==> src/rtl/ula_pkg.sv <==
// Shared ULA opcode map and arbiter FSM encoding.
package ula_pkg;

  localparam logic [4:0] OP_ADD   = 5'd0;
  localparam logic [4:0] OP_SUB   = 5'd1;
  localparam logic [4:0] OP_MULT2 = 5'd2;
  localparam logic [4:0] OP_DIV2  = 5'd3;
  localparam logic [4:0] OP_AND   = 5'd4;
  localparam logic [4:0] OP_OR    = 5'd5;
  localparam logic [4:0] OP_NOT   = 5'd6;
  localparam logic [4:0] OP_EQ    = 5'd7;
  localparam logic [4:0] OP_LT    = 5'd8;
  localparam logic [4:0] OP_NE    = 5'd9;
  localparam logic [4:0] OP_JMP   = 5'd10;
  localparam logic [4:0] OP_MAX   = 5'd10;

  typedef enum logic [1:0] {
    S_IDLE  = 2'd0,
    S_ISSUE = 2'd1,
    S_RESP  = 2'd2
  } state_t;

endpackage

==> src/rtl/rr_picker.sv <==
// Combinational round-robin picker: first set request strictly after ptr, wrapping to bit 0.
module rr_picker #(
  parameter int N  = 2,
  parameter int IW = (N > 1) ? $clog2(N) : 1
) (
  input  logic [N-1:0]  req,
  input  logic [IW-1:0] ptr,
  output logic [N-1:0]  grant,
  output logic [IW-1:0] idx,
  output logic          any
);

  logic [N-1:0] hi_mask;
  logic [N-1:0] req_hi;
  logic [N-1:0] pick;

  genvar gi;
  generate
    for (gi = 0; gi < N; gi++) begin : g_mask
      assign hi_mask[gi] = (IW'(gi) > ptr);
    end
  endgenerate

  // Prefer requesters above the pointer; otherwise wrap around to the lowest set bit.
  assign req_hi = req & hi_mask;
  assign pick   = (|req_hi) ? req_hi : req;
  assign grant  = pick & (~pick + N'(1));
  assign any    = |req;

  always_comb begin
    idx = '0;
    for (int i = 0; i < N; i++) begin
      if (grant[i]) idx = IW'(i);
    end
  end

endmodule

==> src/rtl/ula_arbiter.sv <==
// Round-robin arbiter sharing one combinational ULA among NREQ requesters,
// one transaction in flight: IDLE -> ISSUE -> RESP.
module ula_arbiter
  import ula_pkg::*;
#(
  parameter int NREQ = 2,
  parameter int DW   = 32,
  parameter int OPW  = 5
) (
  input  logic                 clock,
  input  logic                 reset,
  input  logic [NREQ-1:0]      req,
  input  logic [NREQ*OPW-1:0]  req_op,
  input  logic [NREQ-1:0]      req_imm,
  input  logic [NREQ*DW-1:0]   req_a,
  input  logic [NREQ*DW-1:0]   req_b,
  input  logic [NREQ*DW-1:0]   req_ext,
  output logic [NREQ-1:0]      gnt,
  output logic [NREQ-1:0]      done,
  output logic [DW-1:0]        rsp_result,
  output logic                 rsp_true,
  output logic                 rsp_err,
  output logic                 ula_reset,
  output logic [OPW-1:0]       ula_op,
  output logic                 ula_imm,
  output logic [DW-1:0]        ula_lido1,
  output logic [DW-1:0]        ula_lido2,
  output logic [DW-1:0]        ula_ext,
  input  logic [DW-1:0]        ula_result,
  input  logic                 ula_true
);

  localparam int IW = (NREQ > 1) ? $clog2(NREQ) : 1;

  state_t          state_reg;
  logic [IW-1:0]   ptr_reg;
  logic [NREQ-1:0] pick_gnt;
  logic [IW-1:0]   pick_idx;
  logic            pick_any;

  logic [OPW-1:0]  op_slot  [NREQ];
  logic [DW-1:0]   a_slot   [NREQ];
  logic [DW-1:0]   b_slot   [NREQ];
  logic [DW-1:0]   ext_slot [NREQ];

  genvar gi;
  generate
    for (gi = 0; gi < NREQ; gi++) begin : g_slot
      assign op_slot[gi]  = req_op[gi*OPW +: OPW];
      assign a_slot[gi]   = req_a[gi*DW +: DW];
      assign b_slot[gi]   = req_b[gi*DW +: DW];
      assign ext_slot[gi] = req_ext[gi*DW +: DW];
    end
  endgenerate

  rr_picker #(
    .N  (NREQ),
    .IW (IW)
  ) u_picker (
    .req   (req),
    .ptr   (ptr_reg),
    .grant (pick_gnt),
    .idx   (pick_idx),
    .any   (pick_any)
  );

  always_ff @(posedge clock or posedge reset) begin
    if (reset) begin
      state_reg  <= S_IDLE;
      ptr_reg    <= IW'(NREQ - 1);
      gnt        <= '0;
      done       <= '0;
      rsp_result <= '0;
      rsp_true   <= 1'b0;
      rsp_err    <= 1'b0;
      ula_reset  <= 1'b1;
      ula_op     <= '0;
      ula_imm    <= 1'b0;
      ula_lido1  <= '0;
      ula_lido2  <= '0;
      ula_ext    <= '0;
    end else begin
      case (state_reg)
        S_IDLE: begin
          if (pick_any) begin
            ula_op    <= op_slot[pick_idx];
            ula_imm   <= req_imm[pick_idx];
            ula_lido1 <= a_slot[pick_idx];
            ula_lido2 <= b_slot[pick_idx];
            ula_ext   <= ext_slot[pick_idx];
            gnt       <= pick_gnt;
            ptr_reg   <= pick_idx;
            ula_reset <= 1'b0;
            state_reg <= S_ISSUE;
          end
        end
        S_ISSUE: begin
          // Out-of-range opcodes leave the ULA output undefined; never let it through.
          if (ula_op > OPW'(OP_MAX)) begin
            rsp_result <= '0;
            rsp_true   <= 1'b0;
            rsp_err    <= 1'b1;
          end else begin
            rsp_result <= ula_result;
            rsp_true   <= ula_true;
            rsp_err    <= 1'b0;
          end
          done      <= gnt;
          ula_reset <= 1'b1;
          state_reg <= S_RESP;
        end
        S_RESP: begin
          done      <= '0;
          gnt       <= '0;
          state_reg <= S_IDLE;
        end
        default: begin
          state_reg <= S_IDLE;
        end
      endcase
    end
  end

endmodule

==> config.mk <==
export PLATFORM = sky130hd
export DESIGN_NAME = ula_arbiter
export DESIGN_NICKNAME = d
export VERILOG_FILES = /design/src/rtl/ula_pkg.sv /design/src/rtl/rr_picker.sv /design/src/rtl/ula_arbiter.sv
export SDC_FILE = /design/constraint.sdc
export NUM_CORES = 1
export LEC_CHECK = 0
export CORE_AREA = 2 2 148 150
export CTS_CLUSTER_DIAMETER = 200
export DETAILED_ROUTE_END_ITERATION = 6
export DIE_AREA = 0 0 150 152
export PLACE_DENSITY = 0.64
export SLEW_MARGIN = 20
export SYNTH_ARGS = -nofsm -noshare
export SYNTH_HDL_FRONTEND = slang
export SYNTH_SLANG_ARGS = --single-unit
==> constraint.sdc <==
create_clock -name clock -period 8.9 [get_ports clock]
set_clock_uncertainty 0.2 [all_clocks]
set_input_delay 0.89 -clock clock [delete_from_list [all_inputs] [get_ports clock]]
set_output_delay 0.89 -clock clock [all_outputs]
set_load 0.1 [all_outputs]
==> impl_metrics.toml <==
[detailed_routing]
via_count = 6245
viasPerCell = 4.72
drt-total-wl_mm = 22.7
antenna_left = 0
dr.pass1.iters = 4
detail_route.iter0.violations = 318
wl_per_cell_microns = 17.1
drc_errors = 0

[setup_path]
cp.depth = 5
crit_family = "buffers and inverters"
cp-end-kind = "flop"
crit_end = "ula_ext[18]"
r2r_cells = 6
crit_start = "req[0]"
rr_endpoint = "ula_ext[27]"
crit_fanout = 71
arrival_ns = 3.44
max_stage_delay_ns = 0.79
crit-reg2reg-launch = "state_reg[1]"
crit_chain = "clkdlybuf4s50_1 > o21ai_4 > buf_4 > a21oi_1 > a21oi_1"
crit_type = "in2reg"
critPathLaunchType = "primary input"
cp.required_ns = 9.04
reg2reg_setup_slack_ns = 6.25
crit_slowest_cell = "o21ai_4"
path_common_cell = "a21oi_1"
path_buf_inv = 2

[floorplan]
die_height_microns = 152
die_x_microns = 150
die_area_sq_um = 22800
core_area_sq_um = 21400
rows = 54
ios = 382
start_util_pct = 29.1

[yosys]
synth_top_flop_cell = "dfrtp_1"
syn_area_sq_um = 6210
yosysSeqAreaShare_pct = 58.1
async_flop_share_pct = 100
yosysMostFrequentCell = "a21oi_1"
ys_ff_latch = 144
synth_area_leaders = "dfrtp_1 (57%), a21oi_1 (16%), nor2_1 (6.4%), nand2_1 (6.3%), a22o_1 (4.7%)"
postSynthAreaPerCell_sq_um = 9.24
synth.distinct_cells = 26
synth_edf_count = 0
synth_common_cells = "a21oi_1 (204), dfrtp_1 (142), nor2_1 (106)"
ys_warn_count = 0
synthCells = 672
syn_nets = 917
synth_top_cell_by_area = "dfrtp_1"
yosys.area.top_type_share_pct = 57.2

[timing]
finalCritPeriodShare_pct = 37.1
maxSlewHeadroom_pct = 30.9
setup_violations = 0
clock.fmax_mhz = 303
finalMaxSlewViolations = 0
worst_pin_slew_ns = 1.03
worst_slack_ns = 5.60
hold_viol_final = 0
rsz0062_at_grt = "no"
period_minus_slack_ns = 3.30
fin_setup_tns_ns = 0

[layout]
multi_input_area_sq_um = 2340
layout-drive-gt1-share_pct = 4.70
area_delta_synth_final_pct = 74.1
layout.nets = 1274
diodes = 0
fillers = 2021
register_area_sq_um = 3610

[global_routing]
grt_usage_pct = 19.3
grt_pass1_vias = 6161
globalRouteOverflowTotal = 0
grt_first_pass_wirelength_mm = 34.5
grt_max_degree = 88
grt_antenna_before_repair = 0

[clock_network]
cts.clk_slew.worst_paths_ns = 0.06
postCtsSetupRepairBufs = 0
h-tree-depth = 4
tritoncts = "done"
cts-hold-fix-buffers = 0
cts.path.max_buffers = 2
ctsResizeCount = 0
clkLatencyLatePin_ns = 0.42
clock-root-buffer = "clkbuf_16"
clock-sinks = 144
numCtsBuffers = 17

[worst_hold_path]
hp-class = "reg2reg"

[status]
outcome = "finished, final reports clean"

[placed_design]
portBuffers = 381
pre_cts_slack_ns = 5.16
dpl.hpwl_mm = 15.3
routabilityCongestion = 0.765

[flow_run]
cap_violations = 0
tightest hold or removal path, cell delays in order, from the launching register on:
cell	delay, ns
dfrtp_1	0.34
nor2_1	0.04
nor2_1	0.08
metal layers:
metal,up-vias,track usage [%],routed length (microns)
met1,2974,22.7,9090
met3,36,6.61,2000
met5,-,0,0
met2,242,32.7,11000
met4,0,6.92,545
li1,2993,-,-
cell families after synthesis:
| group | share of synthesized area (%) |
|---|---|
| AOI/OAI and AO/OA | 22.9 |
| and+or+nand+nor | 13.2 |
| DFF | 58.1 |
| buffers and inverters | 4.62 |
| adders and majority gates | 0.806 |
| muxes | 0.343 |
how the worst min path moves through the flow:
stage | start | cells after the start | slack [ns] | endpoint
after floorplan | state_reg[1] | 1 | 0.28 | state_reg[1]
after CTS | rsp_result[16] | 1 | 0.31 | rsp_result[16]
after global placement | rsp_err | 2 | 0.28 | rsp_err
after global routing | rsp_result[16] | 1 | 0.32 | rsp_result[16]
after detailed placement | rsp_err | 2 | 0.30 | rsp_err
final | rsp_err | 2 | 0.30 | rsp_err
through the flow:
| step | instances | hold WS [ns] | instance area (sq um) | utilization, % |
|---|---|---|---|---|
| after floorplan | 672 | 0.276 | 6210 | - |
| after global placement | 1290 | 0.280 | 10200 | 47.7 |
| after detailed placement | 1290 | 0.298 | 10200 | 47.7 |
| after CTS | 1322 | 0.314 | 10800 | 50.6 |
| after global routing | 1322 | 0.319 | 10800 | 50.6 |
| final | 1322 | 0.303 | 10800 | 50.6 |
final cells by class:
class / instances / area share, %
clock inverters: 15 / 1.74
clock buffers: 17 / 3.94
inverters: 6 / 0.255
repair buffers: 388 / 35.8
multi-input cells: 472 / 21.7
flip-flops and latches: 144 / 33.4
well taps: 280 / 3.24
cells in the final DEF (no fill, tap or decap):
master,count
clkdlybuf4s50_1,381
a21oi_1,204
dfrtp_1,142
nor2_1,106
nand2_1,105
a22o_1,33
clkbuf_16,17
inv_6,8
buf_4,7
o21ai_0,5
inv_1,4
ha_1,4
inv_8,3
a21o_1,2
nand3b_1,2
bufinv_16,2
dfstp_2,2
nor2b_1,1
nor3b_1,1
o31ai_1,1
mux2_2,1
a21bo_4,1
a21boi_4,1
o21ai_4,1
o21a_4,1
inv_2,1
a211oi_4,1
a2bb2oi_1,1
mux2i_1,1
clkinvlp_4,1
clkinv_8,1
clkinv_4,1
Power is left out: the tool's default activity adds up to more than one toggle a clock period on the data nets, which glitch-free logic cannot reach.
